**src/rtl/instr_fetch_queue.sv**
```systemverilog
// -----------------------------------------------------------------------------
// instr_fetch_queue
//
// Fetch stage sitting directly behind the PC register. Samples the current PC,
// issues one outstanding request at a time to a variable-latency instruction
// memory, buffers returned words together with their PCs in a small FIFO and
// hands them to decode over a valid/ready handshake. A redirect (flush) drops
// everything queued and discards the response of any fetch still in flight.
//
// Parameters
//   DATA_WIDTH  width of PC, memory address and instruction word
//   DEPTH       FIFO entries (power of two, >= 2)
//
// Ports
//   clk          rising-edge clock
//   rst          synchronous active-high reset
//   pc           current PC from the PC register
//   pc_en        PC register may advance (high only on request-issue cycles)
//   flush        redirect: drop queue and in-flight fetch
//   imem_req     memory request, held until imem_ack
//   imem_addr    request address, stable while imem_req is high
//   imem_ack     memory response valid for the outstanding request
//   imem_rdata   instruction word returned with imem_ack
//   instr_valid  head entry available to decode
//   instr        head instruction (NOP when !instr_valid)
//   instr_pc     PC of the head instruction (0 when !instr_valid)
//   instr_ready  decode accepts the head this cycle
// -----------------------------------------------------------------------------
module instr_fetch_queue #(
  parameter int unsigned DATA_WIDTH = 32,
  parameter int unsigned DEPTH      = 4
) (
  input  logic                  clk,
  input  logic                  rst,
  input  logic [DATA_WIDTH-1:0] pc,
  output logic                  pc_en,
  input  logic                  flush,
  output logic                  imem_req,
  output logic [DATA_WIDTH-1:0] imem_addr,
  input  logic                  imem_ack,
  input  logic [DATA_WIDTH-1:0] imem_rdata,
  output logic                  instr_valid,
  output logic [DATA_WIDTH-1:0] instr,
  output logic [DATA_WIDTH-1:0] instr_pc,
  input  logic                  instr_ready
);

  localparam int unsigned PTR_W = $clog2(DEPTH);
  localparam int unsigned CNT_W = $clog2(DEPTH + 1);

  localparam logic [CNT_W-1:0]      FULL_CNT = CNT_W'(DEPTH);
  localparam logic [DATA_WIDTH-1:0] NOP      = DATA_WIDTH'(32'h0000_0013);

  typedef enum logic [1:0] {
    IDLE = 2'd0,
    WAIT = 2'd1,
    DROP = 2'd2
  } state_t;

  state_t state_q, state_d;

  logic [DATA_WIDTH-1:0] req_pc_q, req_pc_d;
  logic [CNT_W-1:0]      count_q, count_d;
  logic [PTR_W-1:0]      rd_ptr_q, rd_ptr_d;
  logic [PTR_W-1:0]      wr_ptr_q, wr_ptr_d;

  logic [DATA_WIDTH-1:0] pc_mem    [DEPTH];
  logic [DATA_WIDTH-1:0] instr_mem [DEPTH];

  logic can_issue;
  logic push;
  logic pop;

  // ---------------------------------------------------------------------------
  // Control strobes
  // ---------------------------------------------------------------------------
  // Issue decision uses the registered count, so a pop in the same cycle only
  // frees a slot for the following IDLE check.
  assign can_issue = (state_q == IDLE) && !flush && (count_q < FULL_CNT);

  // Responses are only kept when they answer a live request; DROP swallows them.
  assign push = (state_q == WAIT) && imem_ack && !flush;

  // instr_valid already excludes flush, so flush also blocks pops.
  assign pop  = instr_valid && instr_ready;

  // ---------------------------------------------------------------------------
  // FSM: state register
  // ---------------------------------------------------------------------------
  always_ff @(posedge clk) begin
    if (rst) begin
      state_q <= IDLE;
    end else begin
      state_q <= state_d;
    end
  end

  // ---------------------------------------------------------------------------
  // FSM: next-state logic
  // ---------------------------------------------------------------------------
  always_comb begin
    state_d = state_q;
    unique case (state_q)
      IDLE: begin
        if (can_issue) begin
          state_d = WAIT;
        end
      end
      WAIT: begin
        if (imem_ack) begin
          state_d = IDLE;
        end else if (flush) begin
          state_d = DROP;
        end
      end
      DROP: begin
        // The request cannot be withdrawn; wait for its response and drop it.
        if (imem_ack) begin
          state_d = IDLE;
        end
      end
      default: state_d = IDLE;
    endcase
  end

  // ---------------------------------------------------------------------------
  // FSM: outputs
  // ---------------------------------------------------------------------------
  always_comb begin
    pc_en     = 1'b0;
    imem_req  = 1'b0;
    imem_addr = '0;
    unique case (state_q)
      IDLE: begin
        // Held low while reset is asserted so the PC register does not advance.
        pc_en = can_issue && !rst;
      end
      WAIT, DROP: begin
        imem_req  = 1'b1;
        imem_addr = req_pc_q;
      end
      default: begin
        pc_en    = 1'b0;
        imem_req = 1'b0;
      end
    endcase
  end

  // ---------------------------------------------------------------------------
  // Request PC capture and FIFO bookkeeping
  // ---------------------------------------------------------------------------
  always_comb begin
    req_pc_d = req_pc_q;
    if (can_issue) begin
      req_pc_d = pc;
    end
  end

  always_comb begin
    count_d  = count_q;
    rd_ptr_d = rd_ptr_q;
    wr_ptr_d = wr_ptr_q;
    if (flush) begin
      count_d  = '0;
      rd_ptr_d = '0;
      wr_ptr_d = '0;
    end else begin
      // Pointers are PTR_W wide and DEPTH is a power of two, so they wrap
      // naturally modulo DEPTH.
      if (push) begin
        wr_ptr_d = wr_ptr_q + PTR_W'(1);
      end
      if (pop) begin
        rd_ptr_d = rd_ptr_q + PTR_W'(1);
      end
      unique case ({push, pop})
        2'b10:   count_d = count_q + CNT_W'(1);
        2'b01:   count_d = count_q - CNT_W'(1);
        default: count_d = count_q;
      endcase
    end
  end

  always_ff @(posedge clk) begin
    if (rst) begin
      req_pc_q <= '0;
      count_q  <= '0;
      rd_ptr_q <= '0;
      wr_ptr_q <= '0;
    end else begin
      req_pc_q <= req_pc_d;
      count_q  <= count_d;
      rd_ptr_q <= rd_ptr_d;
      wr_ptr_q <= wr_ptr_d;
    end
  end

  // Storage carries no reset: contents are qualified by count.
  always_ff @(posedge clk) begin
    if (push && !rst) begin
      pc_mem[wr_ptr_q]    <= req_pc_q;
      instr_mem[wr_ptr_q] <= imem_rdata;
    end
  end

  // ---------------------------------------------------------------------------
  // Decode-side head presentation
  // ---------------------------------------------------------------------------
  always_comb begin
    instr_valid = (count_q != '0) && !flush;
    instr       = NOP;
    instr_pc    = '0;
    if (instr_valid) begin
      instr    = instr_mem[rd_ptr_q];
      instr_pc = pc_mem[rd_ptr_q];
    end
  end

endmodule

```
**config.mk**
```make
export PLATFORM = sky130hd
export DESIGN_NAME = instr_fetch_queue
export DESIGN_NICKNAME = d
export VERILOG_FILES = /design/src/rtl/instr_fetch_queue.sv
export SDC_FILE = /design/constraint.sdc
export NUM_CORES = 1
export LEC_CHECK = 0
export CORE_AREA = 2 2 174 176
export CTS_CLUSTER_DIAMETER = 100
export CTS_CLUSTER_SIZE = 16
export DETAILED_ROUTE_END_ITERATION = 6
export DIE_AREA = 0 0 176 178
export SLEW_MARGIN = 25
export SYNTH_ARGS = -nofsm -noshare
export SYNTH_HDL_FRONTEND = slang
export SYNTH_SLANG_ARGS = --single-unit
```
**constraint.sdc**
```tcl
create_clock -name clk -period 3.1 [get_ports clk]
set_input_delay 0.62 -clock clk [delete_from_list [all_inputs] [get_ports clk]]
set_output_delay 0.62 -clock clk [all_outputs]
set_load 0.02 [all_outputs]
```
==> metrics.md <==
| Metric | Value |
|---|---|
| Mux cell area share after synthesis | `about 12%` |
| Most frequent cells in the layout | `256 x edfxtp_1, 104 x clkdlybuf4s50_1, 95 x and2_1, 68 x nand2_1, 64 x mux4_2` |
| Post-synthesis adder-cell area fraction | `under 10%` |
| CTS tree | `yes` |
| Largest family of logic cells by synthesized area | `multiplexers` |
| Final GP Congestion | `0.7117` |
| Worst Path Required | `around 2.5 ns` |
| RSZ-0062 raised after global routing | `false` |
| Post-synthesis xor/xnor area fraction | `less than 1%` |
| Synthesis warning total | `0` |
| Total grt overflow | `0` |
| Post-CTS Hold Buffers | `0` |
| Skew final | `0.009961 ns` |
| Reg-to-reg critical path endpoint | `count_q[2]` |
| Area Growth Syn to Fin | `27.03%` |
| Compound-cell area share of the yosys netlist | `1.983%` |
| Synthesized instance count | `roughly 650` |
| Worst setup path class | `reg -> out` |
| Hold_sp | `wr_ptr_q[1]` |
| Pwr Density | `530.8 nW/um2` |
| Area after detailed placement | `roughly 14000 um2` |
| Final Hold Fails | `0` |
| R2R depth | `10` |
| Post-synthesis simple-gate area fraction | `about 8.4%` |
| Die height | `178 um` |
| DR WL/cell | `19.65 um` |
| Yosys cell types | `28` |
| Iter 0 DRT Violations | `534` |
| Final hold slack | `around 0.5 ns` |
| Post-route ant nets | `0` |
| Post-DP HPWL | `around 15000 um` |
| Horiz. Die Dim | `176 um` |
| Final cycle utilization of the critical path | `97.51%` |
| Total GRT Usage | `roughly 16%` |
| Port Buf Inserts | `about 170` |
| Worst-Margin Slew | `approximately 0.46 ns` |
| Total power | `a little under 8000 uW` |
| Post-synthesis sequential area ratio | `between 70% and 80%` |
| Number of nets in the layout | `a little over 900` |
| CTS clk-pin slew, worst paths | `around 0.07 ns` |
| #FFs+latches synth | `~300` |
| Number of max-cap violations | `0` |
| Syn_nets | `about 730` |
| Drc violations | `0` |
| WL final | `24470 um` |
| Peak supply drop | `about 0.26 mV` |
| Fin. max-slew vios | `0` |
| Num ports | `between 150 and 200` |
| Hold endpoint | `wr_ptr_q[1]` |
| Die area | `around 31000 um2` |
| Fillers | `approximately 2500` |
| Sink Count | `around 300` |
| Worst path arrival time | `~2.4 ns` |
| Finished Core Util | `roughly half` |
| CTS Buf Count | `22` |
| Core ar. | `between 20000 and 30000 um2` |
| H-tree depth | `1` |
| Initial antenna violation count | `1` |
| Final setup violation count | `0` |
| Hold Crit Depth | `2` |
| Site Rows | `63` |
| Starting density of the core | `about two fifths` |
| Worst hold path class | `reg -> reg` |
| Setup TNS | `0 ns` |
| Clock Latency Late Sink | `roughly 0.52 ns` |
| Post-route cell area | `14750 um2` |
| Worst R2R Start | `state_q[1]` |
| R2R Setup Slk | `0.77 ns` |
| Share of cells above drive strength 1 | `between 10% and 20%` |
| # diodes | `0` |
| Mapped cell area | `around 12000 um2` |
| Largest net degree at the start of global routing | `38` |
| LEAKAGE | `~0.0054 uW` |
| First-pass GRT wire length | `between 30000 and 40000 um` |
| Mean Syn Cell Area | `about 18 um2` |
| Status | `complete, no violations` |
| Clk root buf | `clkbuf_16` |
| Maximum fanout along the worst path | `4` |
| Vias per cell | `between 4 and 5` |
| Worst Setup End Kind | `output port` |
| Vias in the first global route | `~6300` |
| Via Count | `6167` |
| Max clock buf depth | `3` |
| Period minus WS final | `3.023 ns` |
| Pre-Repair DR Iteration Count | `4` |
| Slew headroom | `~69%` |
| Fmax | `0.3308 GHz` |
| Startpoint types | `flop` |
| Leading cell type in the layout, fill and taps excluded | `edfxtp_1` |
-- flip-flops by register name (all words and copies together) (netlist names), named ones only --
signal and flops:
state_q 2, pc_mem 128, wr_ptr_q 2, rd_ptr_q 2
req_pc_q 32, count_q 3, instr_mem 128
-- synthesized netlist by cell type --
| cell | n | area (um2) |
|---|---|---|
| buf_6 | 7 | 78.83 |
| xor2_1 | 2 | 17.52 |
| nand2_1 | 68 | 255.2 |
| mux4_2 | 64 | 1441 |
| inv_1 | 10 | 37.54 |
| nor4b_1 | 1 | 8.760 |
| nor3_2 | 1 | 10.01 |
| clkbuf_2 | 1 | 5.000 |
| clkbuf_1 | 16 | 60.06 |
| nor3_1 | 1 | 5.000 |
| fa_1 | 1 | 20.02 |
| o31ai_1 | 2 | 15.01 |
| o21ai_0 | 2 | 10.01 |
| xnor2_1 | 3 | 26.28 |
| and2_1 | 95 | 594.3 |
| dfxtp_1 | 43 | 860.8 |
| o21a_1 | 1 | 7.510 |
| buf_2 | 11 | 55.05 |
| nand3_1 | 1 | 5.000 |
| a21oi_1 | 36 | 180.2 |
| buf_1 | 1 | 3.750 |
| nor2_1 | 11 | 41.29 |
| edfxtp_1 | 256 | 7687 |
| o2111ai_1 | 2 | 17.52 |
| or3_1 | 4 | 25.02 |
| ha_1 | 9 | 112.6 |
| and3_1 | 4 | 25.02 |
| nor2_2 | 1 | 6.260 |
-- repair_timing --
action / CTS / global route
setup buffers: 6 / 0
endpoints found under the setup margin: 59 / 30
pin swaps: 0 / 0
gates resized for setup: 38 / 29
cloned: 2 / 0
-- power breakdown --
part           internal, uW  switching (uW)  total [uW]
sequential             4460            74.2        4540
clock                  1390            1290        2680
combinational           272             343         616
total                  6120            1710        7830
-- through the flow --
stage	instances	setup slack (ns)
floorplan	654	0.1417
global placement	1197	0.1409
detailed placement	1197	0.1255
CTS	1245	0.005309
global route	1245	0.02494
finish	1245	0.07720
-- critical path: stages (launching register included) --
cell and delay (ns):
dfxtp_4 0.39, buf_4 0.12, mux4_2 0.50, or3_1 0.32
clkdlybuf4s50_1 0.56
-- per-layer routing --
metal  up-vias  track usage [%]  wire length (um)
met4         2            2.617               284
met1      3113            23.10             11290
met3        35            2.685              1473
met5         -                0                14
met2       171            25.34             11410
li1       2846                -                 -
-- worst max-delay path by stage --
| stage | to | slack, ns | cells after the start |
|---|---|---|---|
| after floorplan | instr_mem[0][0] | 0.14 | 3 |
| after global placement | instr_pc[22] | 0.14 | 5 |
| after detailed placement | instr[12] | 0.13 | 5 |
| after CTS | instr[14] | 0.005 | 5 |
| after global routing | instr[1] | 0.02 | 4 |
| final | instr[1] | 0.08 | 4 |
-- layout make-up --
cell class | instances | area, um2 | area share (%)
timing repair buffer | 197 | 2178 | 14.77
multi-input combinational | 309 | 2849 | 19.31
sequential | 299 | 8556 | 58.00
inverter | 10 | 37.54 | 0.2545
tap | 390 | 488.0 | 3.308
clock inverter | 1 | 7.507 | 0.05089
clock buffer | 39 | 635.6 | 4.309
-- cell families (layout without fill, tap and decap cells) --
family,count (synthesis),after routing
compound gates,43,43
buf+inv,46,247
fa+ha+maj,10,10
flops,299,299
mux,64,64
xor+xnor,5,5
simple gates,187,187
(Power assumes the default switching activity.)
